`config.mk`:
```
export PLATFORM = sky130hd
export DESIGN_NAME = snoop_bus_arbiter
export DESIGN_NICKNAME = d
export VERILOG_FILES = /design/src/rtl/mesi_pkg.sv /design/src/rtl/rr_arbiter_4.sv /design/src/rtl/snoop_bus_arbiter.sv
export SDC_FILE = /design/constraint.sdc
export NUM_CORES = 1
export LEC_CHECK = 0
export CAP_MARGIN = 20
export CORE_ASPECT_RATIO = 0.75
export CORE_MARGIN = 1
export CORE_UTILIZATION = 41
export DETAILED_ROUTE_END_ITERATION = 10
export DONT_BUFFER_PORTS = 1
export PLACE_DENSITY = 0.59
export SLEW_MARGIN = 20
export SYNTH_ARGS = -nofsm -noshare
export SYNTH_HDL_FRONTEND = slang
export SYNTH_HIERARCHICAL = 1
export SYNTH_SLANG_ARGS = --single-unit
```
`constraint.sdc`:
```
create_clock -name clk -period 4.5 [get_ports clk]
set_input_delay 0.9 -clock clk [delete_from_list [all_inputs] [get_ports clk]]
set_output_delay 0.9 -clock clk [all_outputs]
set_load 0.005 [all_outputs]
```
`src/rtl/mesi_pkg.sv`:
```
// Shared types and defaults for the snoop bus arbiter.
package mesi_pkg;

  localparam int DEF_NUM_CACHES = 4;
  localparam int DEF_ADDR_W     = 20;

  typedef enum logic [1:0] {
    NOP      = 2'b00,
    BUS_RD   = 2'b01,
    BUS_RDX  = 2'b10,
    BUS_UPGR = 2'b11
  } bus_cmd_t;

  typedef enum logic [1:0] {
    IDLE  = 2'b00,
    SNOOP = 2'b01,
    DONE  = 2'b10
  } arb_state_t;

endpackage

```
`src/rtl/rr_arbiter_4.sv`:
```
// Four-way round-robin picker: the search starts at last+1 and wraps,
// so the previous winner has the lowest priority. Purely combinational.
module rr_arbiter_4 (
  input  logic [3:0] req,
  input  logic [1:0] last,
  output logic [1:0] gnt_idx,
  output logic       any
);

  logic [1:0] w_cand;

  assign any = |req;

  // Scan candidates from farthest to nearest so the nearest requester wins.
  always_comb begin
    // NOTE: every variable gets a value before the loop, so no path can
    // leave one unassigned and imply a latch.
    gnt_idx = last;
    w_cand  = last;
    for (int i = 4; i >= 1; i--) begin
      w_cand = last + 2'(i);
      if (req[w_cand]) gnt_idx = w_cand;
    end
  end

endmodule

```
`src/rtl/snoop_bus_arbiter.sv`:
```
// Snoop bus arbiter: grants one L1 request at a time round-robin, broadcasts
// it as a snoop, collects one response from every other cache and returns
// the ORed shared/dirty result to the requester.
// Optional feature: define SNP_TIMEOUT_EN to end a snoop after SNP_TIMEOUT
// cycles with resp_err=1; without it a snoop waits indefinitely.
module snoop_bus_arbiter
  import mesi_pkg::*;
#(
  parameter int NUM_CACHES  = DEF_NUM_CACHES,
  parameter int ADDR_W      = DEF_ADDR_W,
  parameter int SNP_TIMEOUT = 16
) (
  input  logic                         clk,
  input  logic                         rst,
  input  logic [NUM_CACHES-1:0]        req_valid,
  input  logic [2*NUM_CACHES-1:0]      req_cmd,
  input  logic [NUM_CACHES*ADDR_W-1:0] req_addr,
  output logic [NUM_CACHES-1:0]        req_ready,
  output logic                         snp_valid,
  output logic [1:0]                   snp_cmd,
  output logic [ADDR_W-1:0]            snp_addr,
  output logic [1:0]                   snp_src,
  input  logic [NUM_CACHES-1:0]        snp_resp_valid,
  input  logic [NUM_CACHES-1:0]        snp_shared,
  input  logic [NUM_CACHES-1:0]        snp_dirty,
  output logic                         resp_valid,
  output logic                         resp_shared,
  output logic                         resp_dirty,
  output logic                         resp_err
);

  if (SNP_TIMEOUT < 1) begin : g_bad_timeout
    $error("SNP_TIMEOUT must be at least 1");
  end

  arb_state_t              r_state;
  arb_state_t              w_next_state;
  logic [1:0]              r_last_grant;
  logic [NUM_CACHES-1:0]   r_req_ready;
  logic [NUM_CACHES-1:0]   r_mask;
  logic                    r_shared;
  logic                    r_dirty;
  logic [1:0]              r_snp_src;
  bus_cmd_t                r_snp_cmd;
  logic [ADDR_W-1:0]       r_snp_addr;

  logic [1:0]              w_gnt_idx;
  logic                    w_any;
  logic [NUM_CACHES-1:0]   w_new_resp;
  logic [NUM_CACHES-1:0]   w_mask_next;
  logic                    w_complete;
  logic                    w_timeout;

  rr_arbiter_4 u_rr (
    .req     (req_valid),
    .last    (r_last_grant),
    .gnt_idx (w_gnt_idx),
    .any     (w_any)
  );

  // Only first responses from caches not yet done contribute; the source bit
  // is preset in the mask, so its responses are dropped the same way.
  assign w_new_resp  = snp_resp_valid & ~r_mask;
  assign w_mask_next = r_mask | snp_resp_valid;
  assign w_complete  = &w_mask_next;

  // State register.
  always_ff @(posedge clk) begin
    // NOTE: clocked blocks use non-blocking assignments so every register
    // samples pre-edge values regardless of statement order.
    if (rst) r_state <= IDLE;
    else     r_state <= w_next_state;
  end

  // Next-state logic: one transaction per IDLE -> SNOOP -> DONE round.
  always_comb begin
    w_next_state = r_state;
    case (r_state)
      IDLE:    if (w_any) w_next_state = SNOOP;
      SNOOP:   if (w_complete || w_timeout) w_next_state = DONE;
      DONE:    w_next_state = IDLE;
      default: w_next_state = IDLE;
    endcase
  end

  // Grant, latch the winner's command, and accumulate snoop responses.
  always_ff @(posedge clk) begin
    if (rst) begin
      r_last_grant <= 2'd3;
      r_req_ready  <= '0;
      r_mask       <= '0;
      r_shared     <= 1'b0;
      r_dirty      <= 1'b0;
      r_snp_src    <= '0;
      r_snp_cmd    <= NOP;
      r_snp_addr   <= '0;
    end else begin
      r_req_ready <= '0;
      case (r_state)
        IDLE: begin
          if (w_any) begin
            r_req_ready  <= 4'b0001 << w_gnt_idx;
            r_last_grant <= w_gnt_idx;
            r_snp_src    <= w_gnt_idx;
            r_snp_cmd    <= bus_cmd_t'(req_cmd[{w_gnt_idx, 1'b0} +: 2]);
            r_snp_addr   <= req_addr[w_gnt_idx*ADDR_W +: ADDR_W];
            r_mask       <= 4'b0001 << w_gnt_idx;
            r_shared     <= 1'b0;
            r_dirty      <= 1'b0;
          end
        end
        SNOOP: begin
          r_mask   <= w_mask_next;
          r_shared <= r_shared | (|(snp_shared & w_new_resp));
          r_dirty  <= r_dirty  | (|(snp_dirty  & w_new_resp));
        end
        default: ;
      endcase
    end
  end

`ifdef SNP_TIMEOUT_EN
  localparam int CNT_W = $clog2(SNP_TIMEOUT + 1);

  logic [CNT_W-1:0] r_snp_cnt;
  logic             r_err;

  assign w_timeout = (r_snp_cnt == CNT_W'(SNP_TIMEOUT - 1));

  // Count SNOOP cycles; flag an error if the last allowed cycle ends incomplete.
  always_ff @(posedge clk) begin
    if (rst || r_state == IDLE) begin
      r_snp_cnt <= '0;
      r_err     <= 1'b0;
    end else if (r_state == SNOOP) begin
      r_snp_cnt <= r_snp_cnt + 1'b1;
      r_err     <= w_timeout && !w_complete;
    end
  end

  assign resp_err = resp_valid & r_err;
`else
  assign w_timeout = 1'b0;
  assign resp_err  = 1'b0;
`endif

  assign req_ready   = r_req_ready;
  assign snp_valid   = (r_state == SNOOP);
  assign snp_cmd     = r_snp_cmd;
  assign snp_addr    = r_snp_addr;
  assign snp_src     = r_snp_src;
  assign resp_valid  = (r_state == DONE);
  assign resp_shared = resp_valid & r_shared;
  assign resp_dirty  = resp_valid & r_dirty;

endmodule
```
Word-level counts from Yosys, hierarchy flattened
Index checks and enable logic that the tools add are counted.
Storage, ports and cells
  flip-flop bits (word level): 38
  bits of input ports: 106
  output and inout port bits: 33
Operators by class
  add/subtract/negate cells: 3
  multiply operators: 1
  $lt $le $gt $ge: 3
  equal/unequal tests: 4
  shift operators: 3
  mux-type cells: 17
  bitwise gates (word level): 11
  reductions and logical operators: 10
Operators with widths (number)
  variable part select 80 x 8 -> 20 bit: 1
  AND 4 bit: 3
  OR reduction 4 bit: 3
  two-way mux 2 bit: 5
  < comparator 2 x 3 -> 1 bit (second input constant): 3
  case mux 4 bit (2 select lines): 1
  variable part select 8 x 4 -> 2 bit: 1
  binary-select mux 1 bit (select 2 bit): 3
  AND reduction 2 bit: 3
  multiplier 2 x 3 -> 5 bit (second input constant): 1
  adder 2 bit (second input constant): 2
  two-way mux 1 bit: 4
  two-way mux 4 bit: 1
  != test 2 x 1 -> 1 bit (second input constant): 2
  NOT 4 bit: 1
  OR 4 bit: 1
  case mux 1 bit (2 select lines): 2
  case mux 2 bit (2 select lines): 1
  AND reduction 4 bit: 1
  << shifter 1 x 2 -> 4 bit (first input constant): 1
  OR reduction 3 bit: 1
  adder 2 x 1 -> 2 bit (second input constant): 1
  AND 1 bit: 2
  equality test 2 x 1 -> 1 bit (second input constant): 1
  other kinds (5): 7

Depth between registers and ports, before layout
Gate-level depths: netlist of the first run.
  depth after elaboration: 9
  mapped depth: 8
  depth with buffers taken out: 6

Hierarchy
The synthesis of the first run kept the hierarchy.
By module, submodules not included
  snoop_bus_arbiter: instances 1, cells each 197, area each 1998.2 µm²
  rr_arbiter_4: instances 1, cells each 14, area each 72.6 µm²

Least setup slack after synthesis of the first run
No wires, ideal clock.
  path type: input-to-reg
  start point: input port req_valid[2]
  end point: register r_snp_addr[13], in the netlist snp_addr[13]
  arrival time: 2.094 ns
  required time: 4.368 ns
  slack: 2.273 ns
  cell stages on the path: 8
  buffers on the path: 2
  cells stage by stage: mux2i_1 > a32oi_1 > nand2_1 > buf_6 > buf_4 > mux4_2 > nand2_1 > a21oi_1
On the way
  cells in the longest elaborated chain, start to end: 7
  elaborated cells between the ends (all ways): 13
  classes of those cells: mul: 1; shift: 1; mux: 9; reduce/logical: 2
RTL lines
  start, declared: RTL line snoop_bus_arbiter.sv:15  | input logic [NUM_CACHES-1:0] req_valid,
  binary-select mux 1 bit (select 2 bit): RTL line rr_arbiter_4.sv:22  | if (req[w_cand]) gnt_idx = w_cand;
  two-way mux 1 bit (not written as such): RTL line rr_arbiter_4.sv:22
  two-way mux 2 bit (2 in a row): RTL line rr_arbiter_4.sv:22
  two-way mux 2 bit (*): RTL line rr_arbiter_4.sv:22
  net w_gnt_idx[0]: RTL line snoop_bus_arbiter.sv:47  | logic [1:0] w_gnt_idx;
  multiplier 2 x 3 -> 5 bit (*): RTL line snoop_bus_arbiter.sv:106  | r_snp_addr <= req_addr[w_gnt_idx*ADDR_W +: ADDR_W];
  variable part select 80 x 8 -> 20 bit (*): RTL line snoop_bus_arbiter.sv:106
  end signal, assigned: RTL line snoop_bus_arbiter.sv:106
  end, declared: RTL line snoop_bus_arbiter.sv:45  | logic [ADDR_W-1:0] r_snp_addr;
The timed path passes the listed nets; every way through them passes the cells marked *. The select of a mux whose other input is x is not followed.
A chain may end at the register's enable or synchronous reset.

Worst setup path after layout of the first run
  start point: input port req_valid[0]
  end point: register r_mask[0]
On the way
  cells in the longest elaborated chain, start to end: 8
  elaborated cells between the ends (all ways): 15
  classes of those cells: eq/ne: 1; shift: 1; mux: 11; reduce/logical: 2
RTL lines
  binary-select mux 1 bit (select 2 bit): RTL line rr_arbiter_4.sv:22
  two-way mux 1 bit (not written as such): RTL line rr_arbiter_4.sv:22
  two-way mux 2 bit (2 in a row): RTL line rr_arbiter_4.sv:22
  two-way mux 2 bit (*): RTL line rr_arbiter_4.sv:22
  net w_gnt_idx[0]: RTL line snoop_bus_arbiter.sv:47
  << shifter 1 x 2 -> 4 bit (*): RTL line snoop_bus_arbiter.sv:107  | r_mask <= 4'b0001 << w_gnt_idx;
  two-way mux 4 bit (*): RTL line snoop_bus_arbiter.sv:101  | if (w_any) begin
  case mux 4 bit (2 select lines) (*): RTL line snoop_bus_arbiter.sv:99  | case (r_state)
  end signal, assigned: RTL line snoop_bus_arbiter.sv:107
  end signal, assigned: RTL line snoop_bus_arbiter.sv:113  | r_mask <= w_mask_next;
  end, declared: RTL line snoop_bus_arbiter.sv:40  | logic [NUM_CACHES-1:0] r_mask;
Marked as above.

==> impl_metrics.py, run 1 <==
metrics = {
    "outcome": {
        "status": "finished with violations",
        "violations": "design-rule violations",
    },
    "die": {
        "core_area_sq_mm": 0.00465,
        "die_area_sq_mm": 0.00534,
        "fp.dieH_um": 63.5,
        "ios": 139,
        "num_rows": 21,
        "initial_core_util": 0.445,
        "die_width_um": 84.1,
    },
    "grt": {
        "antenna_found_initial": 0,
        "grt_usage": 0.198,
        "overflow": 0,
        "grt_pass1_wl_mm": 8.08,
        "grt_pass1_vias": 1560,
        "grt_max_degree": 37,
    },
    "layout": {
        "antenna_cells": 0,
        "area_growth_pct": 2.60,
        "nFillCells": 460,
        "nets": 308,
        "drive_above_1_share": 0.188,
        "final_area_sq_mm": 0.00212,
    },
    "logic_synthesis": {
        "ys_ff_latch": 38,
        "async_reset_ff_frac": 0,
        "ys_seq_area_frac": 0.367,
        "synth_flop_cell": "dfxtp_1",
        "postSynthAreaPerCell_sq_um": 9.81,
        "synth_top_cell_by_area": "dfxtp_1",
        "syn_nets": 317,
        "synth_edf_count": 0,
        "synth.most_common_cell": "nand2_1",
        "syn_inst": 211,
        "synth_top_area_frac": 0.367,
        "synth.cell_area_sq_mm": 0.00207,
        "synth_warnings": 6,
        "ys_top_cells_by_area": "dfxtp_1, mux4_2, nand2_1",
        "ys_types": 34,
        "synth_commonest_cells": "nand2_1, dfxtp_1, a21oi_1",
    },
    "critical_path": {
        "reg2reg_from": "r_last_grant[1]",
        "crit_required_ns": 4.72,
        "crit_type": "input pin to flop",
        "startpoint_type": "input pin",
        "crit_fanout": 25,
        "worstSetupEndpointType": "flop",
        "cp.arrival_ns": 2.74,
        "ff2ff_path_depth": 6,
        "timing.rr.end": "r_mask[0]",
        "rrSetupSlack_ns": 2.03,
    },
    "power": {
        "vdd_drop_max_mv": 0.198,
        "power_density_mw_per_mm2": 424,
        "p_leak_uw": 0.000771,
        "pwr-share-clk": 0.243,
        "p_seq_frac": 0.473,
        "p_int_uw": 622,
        "switching_power_uw": 278,
        "swShare": 0.309,
        "comb_power_share": 0.284,
    },
    "placed_design": {
        "dpl-instance-area_sq_mm": 0.00205,
        "port_buffers": 0,
        "place_congestion": 0.748,
        "dp_hpwl_mm": 3.86,
    },
    "timing": {
        "min_period_ns": 2.53,
        "max_freq_ghz": 0.396,
        "rsz0062_at_grt": "no",
        "hold_viol_final": 0,
        "drv_slew": 0,
        "fin_tns_setup_ns": 0,
        "whs_ns": 0.469,
        "worst_pin_slew_ns": 0.845,
        "relSlewSlack": 0.435,
        "min_period_over_period": 0.561,
        "setup_viol": 0,
        "clock_skew_ns": 0.00369,
    },
    "route": {
        "drc": 18,
        "route.vias.total": 1631,
        "drtIter0Drc": 127,
        "final_antenna_net_count": 0,
        "first_pass_iters": 7,
        "wl_mm": 5.16,
        "vias_per_cell": 6.30,
        "wl_per_cell_um": 19.9,
    },
    "run": {
        "cap_violations": 0,
    },
    "min_path": {
        "hp-class": "flop to flop",
        "hp-start": "snp_addr[17]",
        "hold_path_end": "snp_addr[17]",
        "whs_path_depth": 2,
    },
    "clock_tree": {
        "clk_pin_slew_ns": 0.07,
        "clockBufferDepth": 2,
        "cts_tree": "yes",
        "clock_latency_ns": 0.28,
        "numCtsBuffers": 5,
        "post_cts.repair.setup_buffers": 0,
        "clockRootBuffer": "clkbuf_8",
        "cts.sinks": 38,
        "cts_hold_buf": 0,
        "htreeDepth": 2,
        "cts-resized-gates": 0,
    },
}
-- layout make-up --
type,count,area (sq um),area share
multi-input combinational,152,1190,0.560
sequential,38,761,0.358
clock buffer,7,76.3,0.0359
tap,57,71.3,0.0336
timing repair buffer,2,15.0,0.00707
inverter,3,11.3,0.00530
-- worst max-delay path by stage --
stage,from,endpoint,cells past startpoint
final,req_valid[0],r_mask[0],6
after global routing,req_valid[0],r_mask[0],6
after CTS,req_valid[0],r_mask[0],6
after detailed placement,req_valid[0],r_mask[0],6
after global placement,req_valid[0],r_mask[0],6
after floorplan,req_valid[2],snp_addr[13],8
-- power groups by stage --
stage / sequential (uW) / clock, uW / combinational, uW
floorplan: 420 / 0 / 242
global placement: 431 / 0 / 247
detailed placement: 433 / 0 / 258
CTS: 425 / 227 / 260
finish: 426 / 219 / 256
global route: 430 / 242 / 285
-- cell usage in the layout (no fill, tap or decap) --
master,n
a211oi_1,1
a21oi_1,32
a21oi_2,1
a22oi_1,2
a22oi_2,2
a311oi_1,2
a31oi_1,2
a32oi_1,1
and2_1,2
and3b_1,3
buf_4,2
clkbuf_1,2
clkbuf_8,5
conb_1,1
dfxtp_1,38
inv_1,3
mux2i_1,1
mux4_2,22
nand2_1,53
nand2_2,1
nand2b_1,3
nand3b_1,1
nand4bb_1,1
nor2_1,4
nor2b_1,3
nor3_1,2
nor3_2,1
nor3b_2,1
nor4_1,1
o21ai_0,1
o21bai_1,1
o21bai_2,1
o22ai_1,4
or3b_2,1
or4b_4,1
-- per-layer routing --
layer	wire length, um	part of all wire	up-vias	GRT usage
met5	0	0	-	0
met4	60	0.012	0	0.0647
met3	476	0.092	7	0.0603
met2	2400	0.46	92	0.310
met1	2220	0.43	783	0.263
li1	-	-	749	-
-- worst max-delay path: stages --
cell      delay [ns]
nand2_1         0.03
a32oi_1         0.24
nand2_2         0.51
or4b_4          0.75
nor3_2          0.16
o21bai_2        0.14
-- state kept, by name, summed over array words and instances (netlist names) --
signal	cells
r_dirty	1
r_last_grant	2
r_mask	4
r_shared	1
r_state	2
req_ready	4
snp_addr	20
snp_cmd	2
snp_src	2
-- kinds of logic (layout without fill, tap and decap cells) --
kind of cell    count (synthesis)  after routing  share of synthesized area
compound gates                 50             50                      0.145
buf+inv                        21             12                     0.0610
flops                          38             38                      0.367
mux                            23             23                      0.244
other cells                     1              1                    0.00181
simple gates                   78             78                      0.181
-- through the flow --
stage / worst slack [ns] / utilization / std cells / total power [uW]
after floorplan: 2.27 / - / 211 / 661
after global placement: 1.80 / 0.440 / 252 / 678
after detailed placement: 1.65 / 0.440 / 252 / 692
after CTS: 1.96 / 0.457 / 259 / 912
after global routing: 1.80 / 0.457 / 259 / 957
final: 1.97 / 0.457 / 259 / 901
(Power assumes the default switching activity.)
==> inputs of run 2 (changes only) <==
==> constraint.sdc (replaced) <==
create_clock -name clk -period 2.6 [get_ports clk]
set_input_delay 0.52 -clock clk [delete_from_list [all_inputs] [get_ports clk]]
set_output_delay 0.52 -clock clk [all_outputs]
set_load 0.005 [all_outputs]
==> impl_metrics.py, run 2 (same netlist as run 1, synthesis figures left out) <==
metrics = {
    "outcome": {
        "status": "finished with violations",
        "violations": "design-rule violations",
    },
    "placed_design": {
        "port_buffers": 0,
        "dpl-instance-area_sq_mm": 0.00208,
        "dp_hpwl_mm": 4.01,
        "place_inst": 255,
        "place_congestion": 0.747,
        "dp_slack_ns": 0.544,
    },
    "grt": {
        "grt_max_degree": 37,
        "antenna_found_initial": 0,
        "grt_pass1_vias": 1680,
        "grt_usage": 0.194,
        "overflow": 0,
        "grt_pass1_wl_mm": 7.92,
    },
    "die": {
        "fp.dieH_um": 63.5,
        "die_area_sq_mm": 0.00534,
        "die_width_um": 84.1,
        "ios": 139,
        "num_rows": 21,
        "core_area_sq_mm": 0.00465,
        "initial_core_util": 0.445,
    },
    "timing": {
        "rsz0062_at_grt": "no",
        "relSlewSlack": 0.524,
        "whs_ns": 0.300,
        "hold_viol_final": 0,
        "fin_tns_setup_ns": 0,
        "setup_viol": 0,
        "min_period_ns": 2.08,
        "layout_setup_ws_ns": 0.518,
        "worst_pin_slew_ns": 0.712,
        "min_period_over_period": 0.801,
        "drv_slew": 0,
        "max_freq_ghz": 0.480,
        "clock_skew_ns": 0.00334,
    },
    "layout": {
        "area_growth_pct": 5.02,
        "final_common_cell": "nand2_1",
        "ff_latch_area_sq_um": 761,
        "stdcell_count": 263,
        "final_cell_mix": "nand2_1, dfxtp_1, a21oi_1",
        "final_area_sq_mm": 0.00217,
        "nFillCells": 443,
        "antenna_cells": 0,
        "multi_input_area_sq_mm": 0.00119,
        "largest_reg_flops": 20,
        "drive_above_1_share": 0.204,
        "nets": 311,
    },
    "clock_tree": {
        "clk_pin_slew_ns": 0.07,
        "clock_latency_ns": 0.28,
        "cts_hold_buf": 0,
        "clockBufferDepth": 2,
        "cts.sinks": 38,
        "clockRootBuffer": "clkbuf_8",
        "htreeDepth": 2,
        "numCtsBuffers": 5,
        "cts-resized-gates": 0,
        "post_cts.repair.setup_buffers": 0,
        "cts_tree": "yes",
    },
    "route": {
        "vias_per_cell": 6.15,
        "first_pass_iters": 7,
        "drc": 16,
        "wl_mm": 5.22,
        "final_antenna_net_count": 0,
        "drtIter0Drc": 84,
        "route.vias.total": 1618,
        "wl_per_cell_um": 19.8,
    },
    "critical_path": {
        "rrSetupSlack_ns": 0.52,
        "crit_fanout": 17,
        "reg2reg_from": "r_last_grant[1]",
        "crit_required_ns": 2.78,
        "cp-startpoint": "r_last_grant[1]",
        "crit_type": "flop to flop",
        "startpoint_type": "flop",
        "ff2ff_path_depth": 7,
        "timing.rr.end": "snp_addr[4]",
        "cp.arrival_ns": 2.26,
        "worstSetupEndpointType": "flop",
    },
    "power": {
        "power_density_mw_per_mm2": 741,
        "comb_power_share": 0.291,
        "swShare": 0.303,
        "p_seq_frac": 0.456,
        "vdd_drop_max_mv": 0.248,
        "switching_power_uw": 488,
        "pwr-share-clk": 0.253,
        "p_leak_uw": 0.000802,
        "p_int_uw": 1120,
    },
    "min_path": {
        "hold_path_end": "snp_addr[9]",
        "hp-class": "input pin to flop",
        "hp-start": "rst",
        "whs_path_depth": 1,
    },
    "run": {
        "cap_violations": 0,
    },
}
[run 2: changes by cell type in the layout (fill, tap and decap cells not counted), sizes merged]
| cell | before | now |
|---|---|---|
| clkinv | 0 | 1 |
| buf | 2 | 5 |
[run 2: worst max path at each step]
| stage | end | slack, ns | cells after the start |
|---|---|---|---|
| after floorplan | snp_addr[13] | 0.75 | 8 |
| after global placement | r_mask[0] | 0.59 | 6 |
| after detailed placement | r_mask[0] | 0.54 | 6 |
| after CTS | r_mask[0] | 0.52 | 6 |
| after global routing | snp_addr[13] | 0.44 | 7 |
| final | snp_addr[4] | 0.52 | 7 |
[run 2: metrics by stage]
stage                util  power (uW)
floorplan               -        1140
detailed placement  0.448        1220
global placement    0.448        1190
global route        0.468        1710
finish              0.468        1610
CTS                 0.468        1630
[run 2: cell type report]
cell class                      instances  area share
Clock buffer                            7      0.0397
Clock inverter                          1     0.00230
Inverter                                3     0.00518
Multi-Input combinational cell        152       0.547
Sequential cell                        38       0.350
Tap cell                               57      0.0328
Timing Repair Buffer                    5      0.0230
[run 2: layer usage]
| layer | part of all wire | global-route usage |
|---|---|---|
| met1 | 0.41 | 0.240 |
| met5 | 0 | 0 |
| met3 | 0.12 | 0.0577 |
| met4 | 0.014 | 0.0819 |
| met2 | 0.46 | 0.317 |
[run 2: power groups by stage]
stage	Combinational (uW)	Sequential, uW	Clock, uW
final	469	735	407
after global routing	512	743	458
after CTS	471	735	428
after detailed placement	470	748	0
after global placement	451	744	0
after floorplan	418	726	0
[run 2: worst max-delay path, cell delays in order, from the launching register on]
cell	delay [ns]
dfxtp_1	0.45
mux2i_1	0.24
a32oi_1	0.10
nand2_2	0.30
buf_12	0.23
mux4_2	0.51
nand2_1	0.08
a21oi_1	0.05
==> inputs of run 3 (changes only) <==
--- a/config.mk
+++ b/config.mk
@@ -11,7 +11,7 @@
 export CORE_UTILIZATION = 41
 export DETAILED_ROUTE_END_ITERATION = 10
 export DONT_BUFFER_PORTS = 1
-export PLACE_DENSITY = 0.59
+export PLACE_DENSITY = 0.61
 export SLEW_MARGIN = 20
 export SYNTH_ARGS = -nofsm -noshare
 export SYNTH_HDL_FRONTEND = slang
==> constraint.sdc (replaced) <==
create_clock -name clk -period 1.65 [get_ports clk]
set_input_delay 0.33 -clock clk [delete_from_list [all_inputs] [get_ports clk]]
set_output_delay 0.33 -clock clk [all_outputs]
set_load 0.005 [all_outputs]
==> impl_metrics.py, run 3 (same netlist as run 1, synthesis figures left out) <==
metrics = {
    "timing": {
        "setup_viol": 26,
        "min_period_ns": 1.82,
        "min_period_over_period": 1.10,
        "max_freq_ghz": 0.549,
        "relSlewSlack": 0.377,
        "worst_pin_slew_ns": 0.933,
        "clock_skew_ns": 0.0109,
        "drv_slew": 0,
        "fin_tns_setup_ns": -3.09,
        "rsz0062_at_grt": "yes",
        "hold_viol_final": 0,
        "layout_setup_ws_ns": -0.170,
    },
    "layout": {
        "final_cell_mix": "nand2_1, dfxtp_1, a21oi_1",
        "nets": 323,
        "final_common_cell": "nand2_1",
        "nFillCells": 421,
        "largest_reg_flops": 20,
        "final_area_sq_mm": 0.00236,
        "antenna_cells": 0,
        "drive_above_1_share": 0.298,
        "area_growth_pct": 14.1,
    },
    "min_path": {
        "hold_path_end": "snp_src[0]",
        "hp-start": "rst",
        "whs_path_depth": 1,
        "hp-class": "input pin to flop",
    },
    "grt": {
        "grt_usage": 0.193,
        "antenna_found_initial": 0,
        "grt_pass1_vias": 1606,
        "met1_usage": 0.263,
        "gr-usage-met2": 0.301,
        "met3_usage": 0.0603,
        "grt_pass1_wl_mm": 7.91,
        "top_usage_layer": "met2",
        "overflow": 0,
        "grt_max_degree": 37,
    },
    "critical_path": {
        "cp.arrival_ns": 2.05,
        "crit_type": "flop to flop",
        "startpoint_type": "flop",
        "crit_required_ns": 1.88,
        "worstSetupEndpointType": "flop",
        "reg2reg_from": "r_last_grant[1]",
        "rrSetupSlack_ns": -0.17,
        "timing.rr.end": "r_mask[0]",
        "ff2ff_path_depth": 6,
        "crit_fanout": 5,
    },
    "route": {
        "wl_per_cell_um": 18.9,
        "route.vias.total": 1610,
        "drc": 17,
        "drtIter0Drc": 97,
        "vias_per_cell": 5.85,
        "wl_mm": 5.19,
        "first_pass_iters": 7,
        "final_antenna_net_count": 0,
    },
    "die": {
        "core_area_sq_mm": 0.00465,
        "initial_core_util": 0.445,
        "fp.dieH_um": 63.5,
        "die_width_um": 84.1,
        "ios": 139,
        "num_rows": 21,
        "die_area_sq_mm": 0.00534,
    },
    "outcome": {
        "violations": "design-rule violations, negative setup slack",
        "status": "finished with violations",
    },
    "power": {
        "vdd_drop_max_mv": 0.377,
        "p_leak_uw": 0.000882,
        "power_density_mw_per_mm2": 1140,
        "power_uw": 2690,
    },
    "clock_tree": {
        "cts.sinks": 38,
        "htreeDepth": 2,
        "clockRootBuffer": "clkbuf_8",
        "numCtsBuffers": 5,
        "clock_latency_ns": 0.29,
        "cts_hold_buf": 0,
        "clk_pin_slew_ns": 0.08,
        "clockBufferDepth": 2,
        "cts_tree": "yes",
    },
    "placed_design": {
        "port_buffers": 0,
        "dp_slack_ns": -0.137,
        "place_congestion": 0.699,
        "dp_hpwl_mm": 3.88,
        "dpl-instance-area_sq_mm": 0.00220,
    },
    "run": {
        "cap_violations": 0,
    },
}
[run 3: power by group]
part | internal [uW] | total (uW) | switching [uW] | leakage (uW)
logic | 478 | 853 | 374 | 0.000521
clock network | 336 | 671 | 335 | 0.0000472
registers | 1050 | 1170 | 117 | 0.000314
[run 3: how the worst max path moves through the flow]
stage | startpoint | endpoint | slack, ns
finish | r_last_grant[1] | r_mask[0] | -0.17
global route | r_last_grant[1] | snp_addr[13] | -0.22
CTS | r_last_grant[1] | snp_addr[17] | -0.13
detailed placement | r_last_grant[0] | r_mask[0] | -0.14
global placement | r_last_grant[0] | r_mask[0] | -0.13
floorplan | r_last_grant[1] | r_mask[0] | -0.06
[run 3: cell type report]
class                           count  area [sq um]  area share
Inverter                            3          11.3     0.00477
Clock buffer                        6          82.6      0.0350
Sequential cell                    38           767       0.325
Clock inverter                      2          12.5     0.00530
Tap cell                           57          71.3      0.0302
Timing Repair Buffer               17           178      0.0752
Multi-Input combinational cell    152          1240       0.525
[run 3: through the flow]
step | util | hold WS, ns | std cells
4_1_cts | 0.497 | 0.0932 | 274
3_3_place_gp | 0.472 | 0.403 | 266
5_1_grt | 0.508 | 0.0828 | 275
6_report | 0.508 | 0.0994 | 275
2_1_floorplan | - | 0.453 | 211
3_5_place_dp | 0.472 | 0.405 | 266
[run 3: per-layer routing]
layer / up-vias / wire length [um]
li1: 783 / -
met1: 742 / 2380
met2: 83 / 2320
met3: 2 / 459
met4: 0 / 29
met5: - / 0
[run 3: critical path, cell delays in order, from the launching register on]
cell,delay [ns]
dfxtp_4,0.37
nand2b_4,0.15
a32oi_2,0.25
nand2_4,0.14
or4b_4,0.60
nor3_4,0.13
o21bai_2,0.13
[run 3: timing repair]
action / CTS / global route
setup endpoints to repair: 27 / 34
buffers inserted: 0 / 0
pin swaps: 3 / 1
cloned: 0 / 1
gates resized for setup: 4 / 8
